**src/rtl/fib_sched.sv**
```systemverilog
`default_nettype none
// ============================================================================
// Module   : fib_sched
// Brief    : Round-robin scheduler sharing one Fibonacci generator between
//            NREQ requesters, with a two-entry valid/ready output stage.
// Revision : 1.0 - initial release
// ============================================================================
module fib_sched #(
    parameter int NREQ      = 4,
    parameter int IDW       = 2,
    parameter int LENW      = 5,
    parameter int MAX_TERMS = 24,
    parameter int DW        = 16
) (
    input  logic                 clk,
    input  logic                 rst,
    input  logic [NREQ-1:0]      req,
    input  logic [NREQ*LENW-1:0] req_len,
    output logic [NREQ-1:0]      gnt,
    output logic                 busy,
    output logic                 err,
    output logic                 gen_rst,
    output logic                 gen_en,
    input  logic                 gen_valid,
    input  logic [DW-1:0]        gen_data,
    output logic                 out_valid,
    input  logic                 out_ready,
    output logic [DW-1:0]        out_data,
    output logic [IDW-1:0]       out_id,
    output logic                 out_last
);

    typedef enum logic [1:0] {
        S_IDLE    = 2'd0,
        S_RESTART = 2'd1,
        S_RUN     = 2'd2
    } state_t;

    localparam logic [LENW-1:0] c_max_len  = LENW'(MAX_TERMS);
    localparam logic [NREQ-1:0] c_gnt_one  = NREQ'(1);

    state_t            r_state;
    state_t            w_next_state;
    logic [IDW-1:0]    r_ptr;
    logic [IDW-1:0]    r_id;
    logic [LENW-1:0]   r_len;
    logic [LENW-1:0]   r_issued;
    logic [LENW-1:0]   r_recv;
    logic [NREQ-1:0]   r_gnt;
    logic              r_err;
    logic              r_gen_rst;
    logic              r_out_valid;
    logic              r_out_last;
    logic [DW-1:0]     r_out_data;
    logic              r_skid_valid;
    logic              r_skid_last;
    logic [DW-1:0]     r_skid_data;

    logic              w_sel_found;
    logic [IDW-1:0]    w_sel_id;
    logic [IDW-1:0]    w_scan_idx;
    logic [LENW-1:0]   w_sel_len;
    logic              w_sel_legal;
    logic              w_drain;
    logic              w_done;
    logic              w_abort;
    logic              w_push;
    logic              w_push_last;
    logic [1:0]        w_occ;

    // Scan starts just after the last winner so every requester gets a turn.
    always_comb begin
        w_sel_found = 1'b0;
        w_sel_id    = '0;
        w_scan_idx  = '0;
        for (int k = 1; k <= NREQ; k++) begin
            w_scan_idx = IDW'((int'(r_ptr) + k) % NREQ);
            if (!w_sel_found && req[w_scan_idx]) begin
                w_sel_found = 1'b1;
                w_sel_id    = w_scan_idx;
            end
        end
    end

    always_comb begin
        w_sel_len = '0;
        for (int i = 0; i < NREQ; i++) begin
            if (w_sel_id == IDW'(i)) begin
                w_sel_len = req_len[i*LENW +: LENW];
            end
        end
    end

    assign w_sel_legal = (w_sel_len != '0) && (w_sel_len <= c_max_len);
    assign w_drain     = r_out_valid & out_ready;
    assign w_done      = (r_state == S_RUN) && w_drain && r_out_last;
    assign w_abort     = (r_state != S_IDLE) && !req[r_id];
    assign w_push      = (r_state == S_RUN) && gen_valid && (r_issued != r_recv);
    assign w_push_last = ((r_recv + 1'b1) == r_len);

    // Terms in flight plus buffered, less the one leaving this cycle.
    assign w_occ = 2'(r_issued != r_recv) + 2'(r_out_valid) + 2'(r_skid_valid)
                 - 2'(w_drain);

    always_ff @(posedge clk or negedge rst) begin
        if (!rst) begin
            r_state <= S_IDLE;
        end else begin
            r_state <= w_next_state;
        end
    end

    always_comb begin
        w_next_state = r_state;
        gen_en       = 1'b0;
        case (r_state)
            S_IDLE: begin
                if (w_sel_found && w_sel_legal) begin
                    w_next_state = S_RESTART;
                end
            end
            S_RESTART: begin
                w_next_state = w_abort ? S_IDLE : S_RUN;
            end
            S_RUN: begin
                gen_en = !r_gen_rst && (r_issued < r_len) && (w_occ < 2'd2);
                if (w_abort || w_done) begin
                    w_next_state = S_IDLE;
                end
            end
            default: begin
                w_next_state = S_IDLE;
            end
        endcase
    end

    always_ff @(posedge clk or negedge rst) begin
        if (!rst) begin
            r_ptr        <= IDW'(NREQ - 1);
            r_id         <= '0;
            r_len        <= '0;
            r_gnt        <= '0;
            r_err        <= 1'b0;
            r_gen_rst    <= 1'b0;
            r_issued     <= '0;
            r_recv       <= '0;
            r_out_valid  <= 1'b0;
            r_out_last   <= 1'b0;
            r_out_data   <= '0;
            r_skid_valid <= 1'b0;
            r_skid_last  <= 1'b0;
            r_skid_data  <= '0;
        end else begin
            r_err     <= 1'b0;
            r_gen_rst <= (r_state == S_RESTART) && !w_abort;

            if (r_state == S_IDLE && w_sel_found) begin
                r_ptr <= w_sel_id;
                r_id  <= w_sel_id;
                r_len <= w_sel_len;
                if (w_sel_legal) begin
                    r_gnt <= c_gnt_one << w_sel_id;
                end else begin
                    r_err <= 1'b1;
                end
            end else if (w_abort || w_done) begin
                r_gnt <= '0;
            end

            if (r_state != S_RUN || w_abort || w_done) begin
                r_issued     <= '0;
                r_recv       <= '0;
                r_out_valid  <= 1'b0;
                r_out_last   <= 1'b0;
                r_skid_valid <= 1'b0;
                r_skid_last  <= 1'b0;
            end else begin
                if (gen_en) begin
                    r_issued <= r_issued + 1'b1;
                end
                if (w_push) begin
                    r_recv <= r_recv + 1'b1;
                end
                // The skid entry always moves forward first to keep term order.
                if (!r_out_valid || w_drain) begin
                    if (r_skid_valid) begin
                        r_out_valid  <= 1'b1;
                        r_out_data   <= r_skid_data;
                        r_out_last   <= r_skid_last;
                        r_skid_valid <= w_push;
                        if (w_push) begin
                            r_skid_data <= gen_data;
                            r_skid_last <= w_push_last;
                        end
                    end else if (w_push) begin
                        r_out_valid <= 1'b1;
                        r_out_data  <= gen_data;
                        r_out_last  <= w_push_last;
                    end else begin
                        r_out_valid <= 1'b0;
                        r_out_last  <= 1'b0;
                    end
                end else if (w_push) begin
                    r_skid_valid <= 1'b1;
                    r_skid_data  <= gen_data;
                    r_skid_last  <= w_push_last;
                end
            end
        end
    end

    assign gnt       = r_gnt;
    assign busy      = (r_state != S_IDLE);
    assign err       = r_err;
    assign gen_rst   = r_gen_rst;
    assign out_valid = r_out_valid;
    assign out_data  = r_out_data;
    assign out_id    = r_id;
    assign out_last  = r_out_last;

endmodule
`default_nettype wire

```
**config.mk**
```make
export PLATFORM = sky130hd
export DESIGN_NAME = fib_sched
export DESIGN_NICKNAME = d
export VERILOG_FILES = /design/src/rtl/fib_sched.sv
export SDC_FILE = /design/constraint.sdc
export NUM_CORES = 1
export LEC_CHECK = 0
export BUFFER_PORTS_ARGS = -buffer_cell sky130_fd_sc_hd__buf_2
export CORE_MARGIN = 2
export CORE_UTILIZATION = 45
export CTS_CLUSTER_DIAMETER = 60
export CTS_CLUSTER_SIZE = 25
export DETAILED_ROUTE_END_ITERATION = 8
export MAX_ROUTING_LAYER = met4
export PLACE_DENSITY = 0.7
export SKIP_CTS_REPAIR_TIMING = 1
export SLEW_MARGIN = 5
export SYNTH_ARGS = -nofsm -noshare
export SYNTH_HDL_FRONTEND = slang
export SYNTH_SLANG_ARGS = --single-unit
```
**constraint.sdc**
```tcl
create_clock -name clk -period 4 [get_ports clk]
set_clock_uncertainty 0.15 [all_clocks]
set_input_delay 0.2 -clock clk [delete_from_list [all_inputs] [get_ports clk]]
set_output_delay 0.2 -clock clk [all_outputs]
set_load 0.01 [all_outputs]
```
==> results.txt <==
Worst Hold Class - in -> reg
Post-synth EDFFs - 0
final WL - 7070 microns
most used cell, CP - a21oi_1
DRC viols - 0
Rows - 31
status - completed
Post-synth top flop - dfrtp_1
Mapped Area - 3300 sq um
CTS tree - built
GPL Wtd Cong - 0.912
detailed router's first-iteration violation count - 84
Max-Cap Viols - 0
Synth Net Count - 365
# setup viols final - 0
synth warn - 0
Starting Density - 46.0%
Clock transition at path regs - 0.07 ns
IO buf count - 71
CTS HTree Levels - 3
Final min period - 3.32 ns
die area - 8030 sq um
Post-synth ARST share - 100%
cells after synthesis - 313
Synth cell types - 46
io pins - 72
die width - 89.6 microns
die height - 89.6 microns
cts bufs inserted - 9
largest net degree at the start of global routing - 35
RSZ-0062 raised after global routing - no
CP max FO - 7
Ant. Diodes - 0
Seq/Total Area, Yosys - 47.9%
top post-synthesis cells by area - dfrtp_1 46%, mux2i_1 5.8%, mux2_2 5.5%, nand2_1 4.0%, o21ai_0 3.8%
Setup crit start kind - flip-flop
Final #Nets - 452
Final Hold Vio Count - 0
worst vdd ir - 0.282 mV
grt ovf - 0
Syn Area/Cell - 10.5 sq um
vias in the first global route - 2421
relative slew slack - 26.3%
initial antenna violation count - 0
Max Fclk - 301 MHz
area of the multi-input gates - 1610 sq um
Final Non-Filler Cells - 504
# clock sinks - 63
final core occ - 57.3%
Fillers - 650
Power Density - 491 nW/um^2
Via Count - 2561
critical path class - reg -> out
ordered list of cells on the worst path - xor2_1 > nor3_1 > nand3_1 > ha_1 > a21oi_1 > xnor2_1 > or4_1 > a21oi_1 > buf_2
crit-path max cell delay - 0.48 ns
dpl cells - 471
placed inst area - 3730 sq um
Layout area overhead - 24.6%
DP HPWL - 4940 microns
Period Utilization, post-route - 83.1%
core region area - 7180 sq um
antenna-violating nets left - 0
LEAKAGE - 2.02 nW
wire per inst - 14.0 microns
total design power - 0.00202 W
sequential cell area - 1580 sq um
setup TNS - 0 ns
dominant cell type by area after synthesis - dfrtp_1
clk buf depth - 2
Post-Layout Inst Area - 4110 sq um
via-per-instance ratio - 5.08
area share of the largest cell type after synthesis - 46.3%
layout cells sized above 1 - 31.1%
crit path capture type - output pin
worst-margin pin slew - 1.11 ns
first-pass GRT wire length - 11000 microns
Worst Path Required - 3.65 ns
Pre-antenna DRT Iters - 4
FF+latch count, synth - 63
WP data arrival - 2.97 ns
Slowest cell on crit path - dfrtp_1
all-layer global routing usage - 18.7%
CTS root buf - clkbuf_8
Max Slew Vio Count - 0
Skew-Pair Late Insertion Delay - 0.34 ns
## metal layers
metal,share of wire (%),GRT usage (%),vias up
met5,0,-,-
met4,1.4,7.60,0
met3,3.6,5.76,10
met2,49,27.9,48
met1,46,23.6,1233
li1,-,-,1270
## critical path, delay by kind of cell, from the launching register on
| kind | cells | cell delay (ns) |
|---|---|---|
| and+or+nand+nor | 3 | 0.77 |
| xor gates and xnor gates | 2 | 0.26 |
| buffers and inverters | 1 | 0.23 |
| AOI/OAI and AO/OA | 2 | 0.59 |
| DFF | 1 | 0.48 |
| adders and majority gates | 1 | 0.31 |
## per-stage QoR
stage | hold slack, ns | setup WS (ns)
3_5_place_dp | 0.184 | 0.953
3_3_place_gp | 0.173 | 1.00
6_report | 0.0669 | 0.676
2_1_floorplan | -0.246 | 0.806
5_1_grt | 0.0671 | 0.437
4_1_cts | -0.195 | 0.648
## synthesized netlist by cell type (4+ instances only)
master	number
inv_1	10
mux4_2	4
dfrtp_1	61
nand3_1	12
o211ai_1	4
nor2_1	25
a21oi_1	9
ha_1	8
xor2_1	13
mux2i_1	19
nand2_1	35
nand2b_1	4
nand4_1	8
mux2_2	16
xnor2_1	9
clkbuf_1	8
o21ai_0	25
a21o_1	5
## power breakdown
part / internal, W / switching, W
clock network: 0.000306 / 0.000256
logic: 0.000286 / 0.000362
registers: 0.000732 / 0.0000753
## registers in the layout, indices dropped and copies added, names as in the netlist, 2 cells and up
| register | cells |
|---|---|
| out_data | 16 |
| r_skid_data | 16 |
| r_issued | 5 |
| r_len | 5 |
| r_recv | 5 |
| gnt | 4 |
| out_id | 2 |
| r_ptr | 2 |
| r_state | 2 |
## cells in the final DEF (no fill, tap or decap), types with 5 or more instances in the layout
master / count
xnor2_1: 9
mux2_2: 16
nor2_1: 25
a21o_1: 5
mux2i_1: 19
clkbuf_8: 10
inv_1: 10
buf_2: 71
a21oi_1: 9
xor2_1: 13
nand3_1: 12
nand4_1: 8
nand2_1: 35
ha_1: 8
o21ai_0: 24
dfrtp_1: 61
dlygate4sd3_1: 17
## kinds of logic after synthesis
group	share of synthesized area, %
buffers and inverters	3.34
multiplexers	15.6
AO/OA/AOI/OAI	9.71
flip-flops	47.9
AND/OR/NAND/NOR	14.6
adder cells (fa/ha/maj)	3.03
XOR/XNOR	5.84
## area by class of cell
class                      count  share of cell area (%)
multi-input combinational    225                    39.3
clock inverter                 6                    1.70
clock buffer                  10                    3.35
inverter                      10                   0.913
sequential                    63                    38.4
tap                           99                    3.01
timing repair buffer          91                    13.3
## final timing paths
kind | from | end | slack (ns) | depth (start not counted)
max reg2reg | r_ptr[1] | gnt[0] | 0.94 | 8
max | r_recv[2] | gen_en | 0.68 | 9
min | out_ready | r_skid_valid | 0.07 | 4
min reg2reg | out_data[14] | out_data[14] | 0.32 | 2
min in group asynchronous | rst | out_data[8] | 0.35 | 2
max in group asynchronous | rst | gen_rst | 2.45 | 3
Power figures use the tool's default switching activity.
